$ cat src/rtl/seq_det_pkg.sv
// Shared types and helpers for the programmable sequence detector.
package seq_det_pkg;

    // Controller states: unconfigured, detecting, illegal configuration
    typedef enum logic [1:0] {
        ST_IDLE = 2'd0,
        ST_RUN  = 2'd1,
        ST_ERR  = 2'd2
    } state_e;

    // Width needed to hold a length value 0..max_len
    function automatic int len_w(input int max_len);
        return $clog2(max_len + 1);
    endfunction

    // Pattern mask helper: bit idx takes part in the compare when idx < len
    function automatic logic mask_bit(input int idx, input int len);
        return (idx < len);
    endfunction

endpackage

$ cat src/rtl/seq_det_hist.sv
// History shift register and fill counter for the sequence detector.
// o_win is the compare window {hist, current bit}; newest bit at [0].
module seq_det_hist #(
    parameter int MAX_LEN = 8,
    parameter int LEN_W   = 4
) (
    input  logic               clk,
    input  logic               rstn,
    input  logic               i_clear,
    input  logic               i_shift,
    input  logic               i_fill_clr,
    input  logic               i_bit,
    output logic [MAX_LEN-1:0] o_win,
    output logic [LEN_W-1:0]   o_fill
);

    logic [MAX_LEN-2:0] r_hist;
    logic [LEN_W-1:0]   r_fill;
    logic [MAX_LEN-1:0] w_win;

    assign w_win  = {r_hist, i_bit};
    assign o_win  = w_win;
    assign o_fill = r_fill;

    // Shift accepted bits in; clear has priority so a reload starts clean
    always_ff @(posedge clk or negedge rstn) begin
        if (!rstn) begin
            r_hist <= '0;
        end else if (i_clear) begin
            r_hist <= '0;
        end else if (i_shift) begin
            r_hist <= w_win[MAX_LEN-2:0];
        end
    end

    // Count accepted bits, saturating at MAX_LEN; a non-overlapping hit restarts it
    always_ff @(posedge clk or negedge rstn) begin
        if (!rstn) begin
            r_fill <= '0;
        end else if (i_clear) begin
            r_fill <= '0;
        end else if (i_shift) begin
            if (i_fill_clr) begin
                r_fill <= '0;
            end else if (r_fill != LEN_W'(MAX_LEN)) begin
                r_fill <= r_fill + 1'b1;
            end
        end
    end

endmodule

$ cat src/rtl/seq_detect_prog.sv
// Runtime-programmable serial bit-sequence detector.
// Pattern bit[len-1] is the first bit received, bit[0] the last.
// Optional saturating match counter enabled by defining SEQ_DET_MATCH_CNT_EN.
module seq_detect_prog
    import seq_det_pkg::*;
#(
    parameter  int MAX_LEN        = 8,
    parameter  int REGISTERED_OUT = 0,
`ifdef SEQ_DET_MATCH_CNT_EN
    parameter  int CNT_W          = 16,
`endif
    localparam int LEN_W          = len_w(MAX_LEN)
) (
    input  logic               clk,
    input  logic               rstn,
    input  logic               i_cfg_load,
    input  logic [MAX_LEN-1:0] i_cfg_pattern,
    input  logic [LEN_W-1:0]   i_cfg_len,
    input  logic               i_cfg_overlap,
    input  logic               i_in_valid,
    input  logic               i_in_bit,
    output logic               o_match,
    output logic               o_cfg_err
`ifdef SEQ_DET_MATCH_CNT_EN
    ,
    output logic [CNT_W-1:0]   o_match_cnt
`endif
);

    state_e             r_state;
    state_e             w_state_nxt;
    logic [MAX_LEN-1:0] r_pattern;
    logic [LEN_W-1:0]   r_len;
    logic               r_overlap;

    logic               w_len_ok;
    logic               w_shift;
    logic               w_fill_ok;
    logic               w_win_eq;
    logic               w_match_now;
    logic               w_fill_clr;
    logic [MAX_LEN-1:0] w_win;
    logic [MAX_LEN-1:0] w_mask;
    logic [LEN_W-1:0]   w_fill;

    assign w_len_ok = (i_cfg_len != '0) && (i_cfg_len <= LEN_W'(MAX_LEN));

    // State register
    always_ff @(posedge clk or negedge rstn) begin
        if (!rstn) r_state <= ST_IDLE;
        else       r_state <= w_state_nxt;
    end

    // Next state: any load re-evaluates the length, from every state
    always_comb begin
        w_state_nxt = r_state;
        if (i_cfg_load) begin
            w_state_nxt = w_len_ok ? ST_RUN : ST_ERR;
        end
    end

    assign o_cfg_err = (r_state == ST_ERR);

    // Configuration capture; stored even when illegal, ERR state blocks use
    always_ff @(posedge clk or negedge rstn) begin
        if (!rstn) begin
            r_pattern <= '0;
            r_len     <= '0;
            r_overlap <= 1'b0;
        end else if (i_cfg_load) begin
            r_pattern <= i_cfg_pattern;
            r_len     <= i_cfg_len;
            r_overlap <= i_cfg_overlap;
        end
    end

    // A load in the same cycle as a valid bit discards the bit
    assign w_shift = (r_state == ST_RUN) & i_in_valid & ~i_cfg_load;

    for (genvar gi = 0; gi < MAX_LEN; gi++) begin : g_mask
        assign w_mask[gi] = mask_bit(gi, int'(r_len));
    end

    assign w_win_eq    = (((w_win ^ r_pattern) & w_mask) == '0);
    assign w_fill_ok   = (({1'b0, w_fill} + (LEN_W+1)'(1)) >= {1'b0, r_len});
    assign w_match_now = w_shift & w_fill_ok & w_win_eq;
    assign w_fill_clr  = w_match_now & ~r_overlap;

    seq_det_hist #(
        .MAX_LEN (MAX_LEN),
        .LEN_W   (LEN_W)
    ) u_hist (
        .clk        (clk),
        .rstn       (rstn),
        .i_clear    (i_cfg_load),
        .i_shift    (w_shift),
        .i_fill_clr (w_fill_clr),
        .i_bit      (i_in_bit),
        .o_win      (w_win),
        .o_fill     (w_fill)
    );

    if (REGISTERED_OUT != 0) begin : g_reg_out
        logic r_match;
        // Registered match: a later reload does not cancel a pulse already taken
        always_ff @(posedge clk or negedge rstn) begin
            if (!rstn) r_match <= 1'b0;
            else       r_match <= w_match_now;
        end
        assign o_match = r_match;
    end else begin : g_comb_out
        assign o_match = w_match_now;
    end

`ifdef SEQ_DET_MATCH_CNT_EN
    logic [CNT_W-1:0] r_cnt;
    // Saturating occurrence counter, restarted by every load
    always_ff @(posedge clk or negedge rstn) begin
        if (!rstn) begin
            r_cnt <= '0;
        end else if (i_cfg_load) begin
            r_cnt <= '0;
        end else if (w_match_now && (r_cnt != '1)) begin
            r_cnt <= r_cnt + 1'b1;
        end
    end
    assign o_match_cnt = r_cnt;
`endif

endmodule

$ cat config.mk
export PLATFORM = sky130hd
export DESIGN_NAME = seq_detect_prog
export DESIGN_NICKNAME = d
export VERILOG_FILES = /design/src/rtl/seq_det_pkg.sv /design/src/rtl/seq_det_hist.sv /design/src/rtl/seq_detect_prog.sv
export SDC_FILE = /design/constraint.sdc
export NUM_CORES = 1
export LEC_CHECK = 0
export CAP_MARGIN = 20
export CORE_MARGIN = 10
export CORE_UTILIZATION = 45
export CTS_CLUSTER_SIZE = 25
export DETAILED_ROUTE_END_ITERATION = 8
export GPL_TIMING_DRIVEN = 0
export PLACE_DENSITY = 0.7
export SLEW_MARGIN = 10
export SYNTH_ARGS = -nofsm -noshare
export SYNTH_HDL_FRONTEND = slang
export SYNTH_SLANG_ARGS = --single-unit
export TNS_END_PERCENT = 5
$ cat constraint.sdc
create_clock -name clk -period 5.72 [get_ports clk]
set_clock_uncertainty 0.2 [all_clocks]
set_input_delay 1.43 -clock clk [delete_from_list [all_inputs] [get_ports clk]]
set_output_delay 1.43 -clock clk [all_outputs]
set_load 0.01 [all_outputs]
* After elaboration in Yosys (flattened, before gate mapping)
Cells that the tools add are included.
Cells by class: $add $sub $neg 2, bitwise operators 9, mux-type cells 7, $lt $le $gt $ge 10, reduce and logical (&&, ||, !) cells 6, equal/unequal tests 3
Operators with widths (count):
- $lt 3x4->1 const A | 4
- $mux 4 | 4
- $mux 7 | 2
- $and 8x8->8 | 1
- $logic_not 8->1 | 1
- $lt 1x4->1 const A | 2
- $lt 2x4->1 const A | 2
- $xor 8x8->8 | 1
- $add 4x1->5 const B | 1
- $and 1x1->1 | 5
- $ge 5x4->1 | 1
- $add 4x1->4 const B | 1
- $le 4x4->1 const B | 1
- $ne 4x4->1 const B | 1
- $reduce_bool 4->1 | 1
- $reduce_bool 3->1 | 1
- $eq 2x1->1 const B | 1
- $eq 2x2->1 const B | 1
- $mux 2 | 1
- $not 1->1 | 2
- $reduce_and 2->1 | 1
- $reduce_bool 2->1 | 1
- $logic_and 1x1->1 | 1
Word-level totals: bits of input ports 18, register bits after elaboration 26, logic and storage cells 43

* Depth between registers and ports, before layout
Gate-level depths: netlist (run 1).
depth in word-level cells 9, mapped depth 10

* Cells and area by module
From an unflattened synthesis (run 1), not the netlist that was laid out.
Second synthesis, totals: cell total of the unflattened synthesis 133, area, all modules 1446.4 µm²
By module, submodules not included:
- seq_detect_prog | sequential area each 375.4 µm², cells each 81, instances 1, area each 888.4 µm²
- seq_det_hist | sequential area each 275.3 µm², cells each 52, instances 1, area each 558.0 µm²

* Least setup slack after synthesis (run 1)
Ideal clock, no wire load.
path type input -> output, start input port i_cfg_load, end output port o_match, path buffers 1, setup slack 1.849 ns, required time 4.090 ns, data arrival time 2.241 ns, stages 6, path through and4bb_1 buf_4 o221ai_2 a21oi_2 nand2_1 nor2_1
On the way: word-level cells in the longest chain between the ends 4
Ends and longest elaborated chain:
- start, declared | line seq_detect_prog.sv:16 | input logic i_cfg_load,
- $not 1->1 | line seq_detect_prog.sv:78 | assign w_shift = (r_state == ST_RUN) & i_in_valid & ~i_cfg_load;
- $and 1x1->1 | line seq_detect_prog.sv:78
- $and 1x1->1 (2 in a row) | line seq_detect_prog.sv:86 | assign w_match_now = w_shift & w_fill_ok & w_win_eq;
- end, declared | line seq_detect_prog.sv:22 | output logic o_match,
Every way passes these cells.

* Worst setup path in the final report (run 1)
Same ends and word-level chain as after synthesis.

==> flow_metrics.py, run 1 <==
metrics = {
    "synth": {
        "synth_seq_cells": 26,
        "synthCells": 127,
        "synthesis.nets": 151,
        "synth_area_per_cell_um2": 10.75,
        "yosysSeqAreaShare": 0.4766,
        "ys_warn_count": 0,
        "yosysUniqueCellTypes": 31,
        "netlist_area_mm2": 0.001365,
    },
    "critical_path": {
        "endpoint": "o_match",
        "crit_type": "in -> out",
        "r2r_end": "u_hist.o_fill[1]",
        "critPathCaptureType": "output pin",
        "worst_ep_required_time_ns": 4.09,
        "r2r_cells": 9,
        "cp_max_fo": 8,
        "start_kind": "input pin",
        "reg2reg_slack_ns": 3.20,
        "startpoint": "i_cfg_load",
        "worstPathArrival_ns": 3.36,
        "r2r-start": "u_hist.o_fill[0]",
    },
    "floorplanning": {
        "initial_core_util": 0.4825,
        "fp.dieW_um": 75.08,
        "fp-row-count": 19,
        "die-height_um": 75.08,
        "core_mm2": 0.002829,
        "ios": 20,
        "die_area_mm2": 0.005636,
    },
    "timing": {
        "relSlewSlack": 0.5751,
        "fmax_ghz": 0.2005,
        "holdWs_ns": 0.3334,
        "tns_ns": 0,
        "post-route-period-util": 0.8719,
        "setup_violations": 0,
        "hold_viol_final": 0,
        "slew_violations": 0,
        "layout_setup_ws_ns": 0.7325,
        "min_period_ns": 4.988,
        "rsz0062_at_grt": "no",
        "tightest_slew_ns": 0.6374,
    },
    "layout": {
        "areaGrowthSynthToFinish_pct": 21.72,
        "fill_cells": 250,
        "drive_above_1_share": 0.1258,
        "final_util": 0.5874,
        "fin_nets": 176,
        "n_antenna_cell": 0,
        "fin_area_mm2": 0.001662,
        "regArea_um2": 650.6,
        "multi_input_area_um2": 665.6,
    },
    "pwr": {
        "ir_drop_mv": 0.1463,
        "leakage_nw": 0.7269,
        "power.density_mw_per_mm2": 278.6,
    },
    "route": {
        "drtIter0Drc": 65,
        "avgRoutedWirePerCell_um": 16.32,
        "num_vias": 1040,
        "routed_wl_um": 2970,
        "drc_errors": 0,
        "vias_per_cell": 5.714,
        "firstDrtPassIters": 4,
        "ant_nets": 0,
    },
    "job": {
        "drv_cap": 0,
    },
    "grt": {
        "overflow": 0,
        "antenna_found_initial": 0,
        "grt_pass1_wl_um": 5112,
        "grt_max_degree": 16,
        "track_usage": 0.1180,
        "grt_pass1_vias": 1135,
    },
    "clocking": {
        "cts_tree": "done",
        "cts.repair.resized": 0,
        "postCtsSetupBuffers": 0,
        "clock_latency_ns": 0.33,
        "htreeDepth": 1,
        "numCtsBuffers": 3,
        "cts_buffer_depth": 2,
        "path_clk_slew_ns": 0.14,
        "clock_sinks": 26,
        "cts-root-buf": "clkbuf_4",
        "cts_hold_buf": 0,
    },
    "placed_design": {
        "placed_area_mm2": 0.001609,
        "post-place-ws_ns": 0.7286,
        "hpwl_um": 2283,
        "place_congestion": 0.8589,
        "port-buffer-count": 19,
    },
    "run_status": {
        "status": "finished clean",
    },
    "min_path": {
        "holdCritPathClass": "reg -> reg",
        "hp-start": "u_hist.r_hist[6]",
    },
}
power breakdown:
| part | total, mW | leakage [nW] | internal [mW] | switching [mW] |
|---|---|---|---|---|
| Clock | 0.128 | 0.0279 | 0.0710 | 0.0571 |
| Combinational | 0.111 | 0.371 | 0.0567 | 0.0539 |
| Sequential | 0.224 | 0.328 | 0.202 | 0.0222 |
| Total | 0.463 | 0.727 | 0.330 | 0.133 |
Yosys cell counts (all sizes together):
master	n	area, um^2
a211oi	1	7.510
a21oi	3	18.77
a22o	8	70.07
a31o	1	8.760
a31oi	3	18.77
and4bb	1	12.51
buf	2	11.26
clkbuf	2	7.510
dfrtp	26	650.6
ha	6	75.07
inv	8	30.03
mux2	11	123.9
nand2	9	33.78
nand2b	2	12.51
nand3	4	20.02
nand3b	1	7.510
nor2	5	18.77
nor2b	1	6.260
nor3	5	25.02
nor3b	1	7.510
nor4b	1	8.760
o211ai	1	7.510
o21ai	11	55.05
o21bai	1	7.510
o221ai	1	15.01
o31a	1	8.760
xnor2	6	52.55
xor2	5	43.79
final cells by class:
| cell class | instances | share of cell area |
|---|---|---|
| Buffer | 4 | 0.01130 |
| Tap cell | 31 | 0.02334 |
| Multi-Input combinational cell | 89 | 0.4006 |
| Timing Repair Buffer | 20 | 0.1235 |
| Inverter | 8 | 0.01807 |
| Clock buffer | 3 | 0.01355 |
| Clock inverter | 1 | 0.01807 |
| Sequential cell | 26 | 0.3916 |
how the worst min path moves through the flow:
stage,slack [ns],cells past startpoint,endpoint
3_3_place_gp,0.30,1,u_hist.r_hist[6]
5_1_grt,0.35,1,u_hist.r_hist[6]
3_5_place_dp,0.31,1,u_hist.r_hist[6]
4_1_cts,0.34,1,u_hist.r_hist[6]
2_1_floorplan,0.28,1,u_hist.r_hist[6]
6_report,0.33,1,u_hist.r_hist[6]
metrics by stage:
stage,cells,power [mW]
6_report,182,0.4629
5_1_grt,182,0.4919
4_1_cts,182,0.4659
3_5_place_dp,178,0.3380
3_3_place_gp,177,0.3279
2_1_floorplan,127,0.2937
flip-flops by register name, summed over array words and instances, names as in the netlist:
signal	cells
u_hist.o_fill	4
r_state	2
r_len	4
r_pattern	8
r_overlap	1
u_hist.r_hist	7
cell families after synthesis:
group,count (synthesis),share of synthesized area
AO/OA/AOI/OAI,31,0.1595
XOR/XNOR,11,0.07058
adder cells (fa/ha/maj),6,0.05499
buffers and inverters,12,0.03575
flip-flops,26,0.4766
multiplexers,11,0.09074
AND/OR/NAND/NOR,30,0.1118
metal layers:
layer | up-vias | part of all wire | global-route usage
li1 | 499 | - | -
met1 | 515 | 0.43 | 0.1373
met2 | 20 | 0.51 | 0.2029
met3 | 6 | 0.039 | 0.02760
met4 | 0 | 0.019 | 0.05042
met5 | - | 0 | 0
cells in the final DEF, fill, tap and decap left out:
master / synthesis / final
o21ai_1: 2 / 2
a211oi_1: 1 / 1
o31a_1: 1 / 1
nor2b_1: 1 / 1
nor2_1: 5 / 5
o21ai_0: 9 / 9
a22o_1: 8 / 8
buf_1: 1 / 1
nand3b_1: 1 / 1
dfrtp_1: 26 / 26
a21oi_2: 1 / 1
nand3_1: 4 / 4
nor4b_1: 1 / 1
xor2_1: 5 / 5
and4bb_1: 1 / 1
ha_1: 6 / 6
xnor2_1: 6 / 6
inv_1: 8 / 8
bufinv_16: 0 / 1
a21oi_1: 2 / 2
clkbuf_4: 0 / 3
nor3_1: 5 / 5
o211ai_1: 1 / 1
clkdlybuf4s50_1: 0 / 19
nor3b_1: 1 / 1
mux2_2: 11 / 11
a31o_1: 1 / 1
nand2_1: 9 / 9
nand2b_1: 2 / 2
buf_4: 1 / 1
o221ai_2: 1 / 1
a31oi_1: 3 / 3
o21bai_1: 1 / 1
buf_8: 0 / 1
clkbuf_1: 2 / 2
critical path, stage by stage:
cell             delay, ns
clkdlybuf4s50_1       0.48
and4bb_1              0.28
buf_4                 0.16
o221ai_2              0.11
a21oi_2               0.12
nand2_1               0.13
nor2_1                0.11
clkdlybuf4s50_1       0.54
No activity file was read; power rests on OpenSTA's default activity.
==> inputs of run 2 (changes only) <==
Settings changed: CORE_UTILIZATION 45 to 50, PLACE_DENSITY 0.7 to 0.76.
==> run 2 against run 1 <==
- final cell count down 0.55%
- clock power hardly changed
- worst hold slack better by 0.012 ns
- first-iteration DRC count rose by 1.5%
- sequential cell count did not move
- routed wire length is 3.8% lower
- critical path type unchanged
- non-clock buffer count unchanged
==> flow_metrics.py, run 2 (synthesis gave the netlist of run 1 again) <==
metrics = {
    "floorplanning": {
        "initial_core_util": 0.5364,
        "ios": 20,
        "fp-row-count": 18,
        "fp.dieW_um": 72.25,
        "die_area_mm2": 0.005220,
        "core_mm2": 0.002545,
        "die-height_um": 72.25,
    },
    "route": {
        "num_vias": 1045,
        "ant_nets": 0,
        "drtIter0Drc": 66,
        "firstDrtPassIters": 4,
        "vias_per_cell": 5.773,
        "routed_wl_um": 2856,
        "avgRoutedWirePerCell_um": 15.78,
        "drc_errors": 0,
    },
    "placed_design": {
        "place_congestion": 0.7716,
        "hpwl_um": 2208,
        "port-buffer-count": 19,
        "placed_area_mm2": 0.001608,
    },
    "timing": {
        "setup_violations": 0,
        "fmax_ghz": 0.2019,
        "hold_viol_final": 0,
        "post-route-period-util": 0.8657,
        "min_period_ns": 4.952,
        "tns_ns": 0,
        "tightest_slew_ns": 0.6215,
        "rsz0062_at_grt": "no",
        "relSlewSlack": 0.5844,
        "slew_violations": 0,
    },
    "pwr": {
        "ir_drop_mv": 0.1636,
        "power.density_mw_per_mm2": 279.0,
        "leakage_nw": 0.7269,
    },
    "clocking": {
        "clock_sinks": 26,
        "postCtsSetupBuffers": 0,
        "cts_hold_buf": 0,
        "cts_tree": "done",
        "cts-root-buf": "clkbuf_4",
        "clock_latency_ns": 0.34,
        "numCtsBuffers": 3,
        "cts.repair.resized": 0,
        "path_clk_slew_ns": 0.15,
        "htreeDepth": 1,
        "cts_buffer_depth": 2,
    },
    "layout": {
        "largest_reg_flops": 8,
        "drive_above_1_share": 0.1258,
        "n_antenna_cell": 0,
        "fin_area_mm2": 0.001660,
        "reg_top3": "r_pattern: 8 flops, u_hist.r_hist: 7 flops",
        "fin_nets": 176,
        "top_register": "r_pattern",
        "layout_commonest_cell": "dfrtp_1",
        "areaGrowthSynthToFinish_pct": 21.63,
        "final_cell_mix": "dfrtp_1, clkdlybuf4s50_1, mux2_2",
    },
    "critical_path": {
        "cp_top_family": "buffers and inverters",
        "start_kind": "input pin",
        "critPathCaptureType": "output pin",
        "cp_slowest_cell": "clkdlybuf4s50_1",
        "crit_type": "in -> out",
        "worst_ep_required_time_ns": 4.09,
        "cp_common_cell": "clkdlybuf4s50_1",
        "crit_buf_inv": 3,
        "max_stage_delay_ns": 0.54,
        "worstPathArrival_ns": 3.32,
        "cp_max_fo": 8,
        "path_cells": "clkdlybuf4s50_1 > and4bb_1 > buf_4 > o221ai_2 > a21oi_2 > nand2_1 > nor2_1 > clkdlybuf4s50_1",
    },
    "grt": {
        "overflow": 0,
        "grt_pass1_vias": 1070,
        "grt_max_degree": 16,
        "antenna_found_initial": 0,
        "track_usage": 0.1137,
        "grt_pass1_wl_um": 4878,
    },
    "job": {
        "drv_cap": 0,
    },
    "run_status": {
        "status": "finished clean",
    },
    "min_path": {
        "holdCritPathClass": "reg -> reg",
    },
}
## run 2: final timing paths
check | cells after the start | slack (ns) | start | end
worst max-delay path | 8 | 0.77 | i_cfg_load | o_match
worst min-delay path | 1 | 0.35 | r_pattern[7] | r_pattern[7]
worst max register to register | 9 | 3.22 | u_hist.o_fill[0] | u_hist.o_fill[1]
worst min register to register | 1 | 0.35 | r_pattern[7] | r_pattern[7]
max in group asynchronous | 2 | 3.56 | rstn | r_pattern[0]
min in group asynchronous | 1 | 1.26 | rstn | u_hist.o_fill[0]
## run 2: layout make-up
| cell class | count | area [um^2] |
|---|---|---|
| Buffer | 4 | 18.77 |
| Inverter | 8 | 30.03 |
| Clock inverter | 1 | 30.03 |
| Tap cell | 30 | 37.54 |
| Multi-Input combinational cell | 89 | 665.6 |
| Timing Repair Buffer | 20 | 205.2 |
| Sequential cell | 26 | 650.6 |
| Fill cell | 228 | 884.6 |
| Clock buffer | 3 | 22.52 |
## run 2: metrics by stage
step | utilization | instances | hold slack, ns | total power, mW | worst slack [ns]
after floorplan | - | 127 | 0.2850 | 0.2937 | 1.849
after global placement | 0.6259 | 176 | 0.3040 | 0.3274 | 0.8070
after detailed placement | 0.6318 | 177 | 0.3149 | 0.3348 | 0.7523
after CTS | 0.6524 | 181 | 0.3502 | 0.4652 | 0.7503
after global routing | 0.6524 | 181 | 0.3763 | 0.4888 | 0.5839
final | 0.6524 | 181 | 0.3459 | 0.4632 | 0.7681
## run 2: worst reg2reg max path, cell delays in order (launching register included)
cell,delay (ns)
dfrtp_1,0.47
ha_1,0.28
xor2_1,0.16
ha_1,0.28
o21ai_0,0.08
o21ai_0,0.19
nand3_1,0.16
nor3_1,0.29
nor4b_1,0.09
a31o_1,0.21
## run 2: routing by layer
layer / wire, um / global-route usage
met5: 0 / 0
met4: 45 / 0.04731
met2: 1362 / 0.1817
met3: 129 / 0.02449
met1: 1318 / 0.1441
## run 2: power breakdown
part           leakage [nW]  internal (mW)  switching (mW)
Sequential            0.328          0.202          0.0222
Clock                0.0279         0.0710          0.0598
Combinational         0.371         0.0558          0.0523
Total                 0.727          0.329           0.134
==> inputs of run 3 (changes only) <==
Settings changed: CELL_PAD_IN_SITES_DETAIL_PLACEMENT set to 0, CELL_PAD_IN_SITES_GLOBAL_PLACEMENT set to 1, CORE_UTILIZATION 50 to 45, PLACE_DENSITY 0.76 to 0.85.
==> run 3 against run 2 <==
- routed wire length grew 0.21%
- sequential cell count is the same
- fmax shrank 0.86%
- power shrank 1.9%
- first-iteration DRC count shrank 20%
- critical endpoint unchanged
- largest power group unchanged
- non-clock buffer count is the same
- largest cell class unchanged
- critical path depth is the same
- die area grew 8.0%
- clock power shrank 5%
- combinational power is essentially flat
==> flow_metrics.py, run 3 (synthesis gave the netlist of run 1 again) <==
metrics = {
    "timing": {
        "hold_viol_final": 0,
        "min_period_ns": 4.995,
        "setup_violations": 0,
        "fmax_ghz": 0.2002,
        "post-route-period-util": 0.8732,
        "slew_violations": 0,
        "relSlewSlack": 0.5803,
        "holdWs_ns": 0.3470,
        "tns_ns": 0,
        "rsz0062_at_grt": "no",
        "tightest_slew_ns": 0.6296,
        "layout_setup_ws_ns": 0.7251,
    },
    "layout": {
        "fin_nets": 176,
        "reg_top3": "r_pattern: 8 flops, u_hist.r_hist: 7 flops",
        "final_util": 0.5874,
        "fin_area_mm2": 0.001662,
        "n_antenna_cell": 0,
        "drive_above_1_share": 0.1258,
        "layout_commonest_cell": "dfrtp_1",
        "fill_cells": 252,
        "largest_reg_flops": 8,
        "areaGrowthSynthToFinish_pct": 21.72,
        "final_cells": 182,
        "final_cell_mix": "dfrtp_1, clkdlybuf4s50_1, mux2_2",
        "top_register": "r_pattern",
    },
    "critical_path": {
        "cp_max_fo": 8,
        "critPathCaptureType": "output pin",
        "worst_ep_required_time_ns": 4.09,
        "start_kind": "input pin",
        "r2r_cells": 8,
        "worstPathArrival_ns": 3.36,
        "crit_type": "in -> out",
    },
    "placed_design": {
        "hpwl_um": 2296,
        "post-place-ws_ns": 0.7257,
        "placed_area_mm2": 0.001609,
        "dp.cells": 178,
        "port-buffer-count": 19,
        "place_congestion": 0.8040,
    },
    "floorplanning": {
        "ios": 20,
        "initial_core_util": 0.4825,
        "core_mm2": 0.002829,
        "fp.dieW_um": 75.08,
        "die_area_mm2": 0.005636,
        "fp-row-count": 19,
        "die-height_um": 75.08,
    },
    "clocking": {
        "cts.repair.resized": 0,
        "numCtsBuffers": 3,
        "path_clk_slew_ns": 0.15,
        "clock_sinks": 26,
        "cts_tree": "done",
        "htreeDepth": 1,
        "cts_hold_buf": 0,
        "postCtsSetupBuffers": 0,
        "cts_buffer_depth": 2,
        "clock_latency_ns": 0.32,
        "cts-root-buf": "clkbuf_4",
    },
    "route": {
        "ant_nets": 0,
        "drtIter0Drc": 53,
        "avgRoutedWirePerCell_um": 15.73,
        "drc_errors": 0,
        "vias_per_cell": 5.687,
        "num_vias": 1035,
        "firstDrtPassIters": 4,
        "routed_wl_um": 2862,
    },
    "min_path": {
        "hold_depth": 1,
        "holdCritPathClass": "reg -> reg",
    },
    "pwr": {
        "ir_drop_mv": 0.2047,
        "power.density_mw_per_mm2": 273.5,
        "power_mw": 0.4545,
        "leakage_nw": 0.7269,
    },
    "grt": {
        "overflow": 0,
        "grt_pass1_vias": 1101,
        "track_usage": 0.1156,
        "grt_max_degree": 16,
        "grt_pass1_wl_um": 5043,
        "antenna_found_initial": 0,
    },
    "job": {
        "drv_cap": 0,
    },
    "run_status": {
        "status": "finished clean",
    },
}
run 3: cell counts in the layout (fill, tap and decap cells not counted):
No cell type changed its count.
run 3: area by class of cell:
class / count / area [um^2] / share of cell area
Tap cell: 31 / 38.79 / 0.02334
Multi-Input combinational cell: 89 / 665.6 / 0.4006
Clock buffer: 3 / 22.52 / 0.01355
Clock inverter: 1 / 30.03 / 0.01807
Inverter: 8 / 30.03 / 0.01807
Sequential cell: 26 / 650.6 / 0.3916
Buffer: 4 / 18.77 / 0.01130
Timing Repair Buffer: 20 / 205.2 / 0.1235
run 3: where the power goes:
group / internal, mW / leakage [nW] / total, mW / switching, mW
combinational: 0.0554 / 0.371 / 0.105 / 0.0498
sequential: 0.202 / 0.328 / 0.224 / 0.0223
clock: 0.0709 / 0.0279 / 0.125 / 0.0542
run 3: critical path, cell delays in order:
cell,delay [ns]
clkdlybuf4s50_1,0.46
and4bb_1,0.29
buf_4,0.16
o221ai_2,0.09
a21oi_2,0.12
nand2_1,0.13
nor2_1,0.13
clkdlybuf4s50_1,0.55
run 3: path summary, 6_finish.rpt:
path                             startpoint               end  slack (ns)
min                        u_hist.r_hist[6]  u_hist.r_hist[6]        0.35
min in group asynchronous              rstn  u_hist.o_fill[0]        1.26
max reg2reg                u_hist.o_fill[0]  u_hist.o_fill[3]        3.34
max                              i_cfg_load           o_match        0.73
max in group asynchronous              rstn  u_hist.r_hist[1]        3.55
min reg2reg                u_hist.r_hist[6]  u_hist.r_hist[6]        0.35
run 3: metal layers:
| metal | vias to the layer above | GRT usage | wire length [um] |
|---|---|---|---|
| met5 | - | 0 | 0 |
| met2 | 22 | 0.1714 | 1265 |
| met1 | 506 | 0.1544 | 1418 |
| li1 | 505 | - | - |
| met4 | 0 | 0.02731 | 16 |
| met3 | 2 | 0.04468 | 162 |
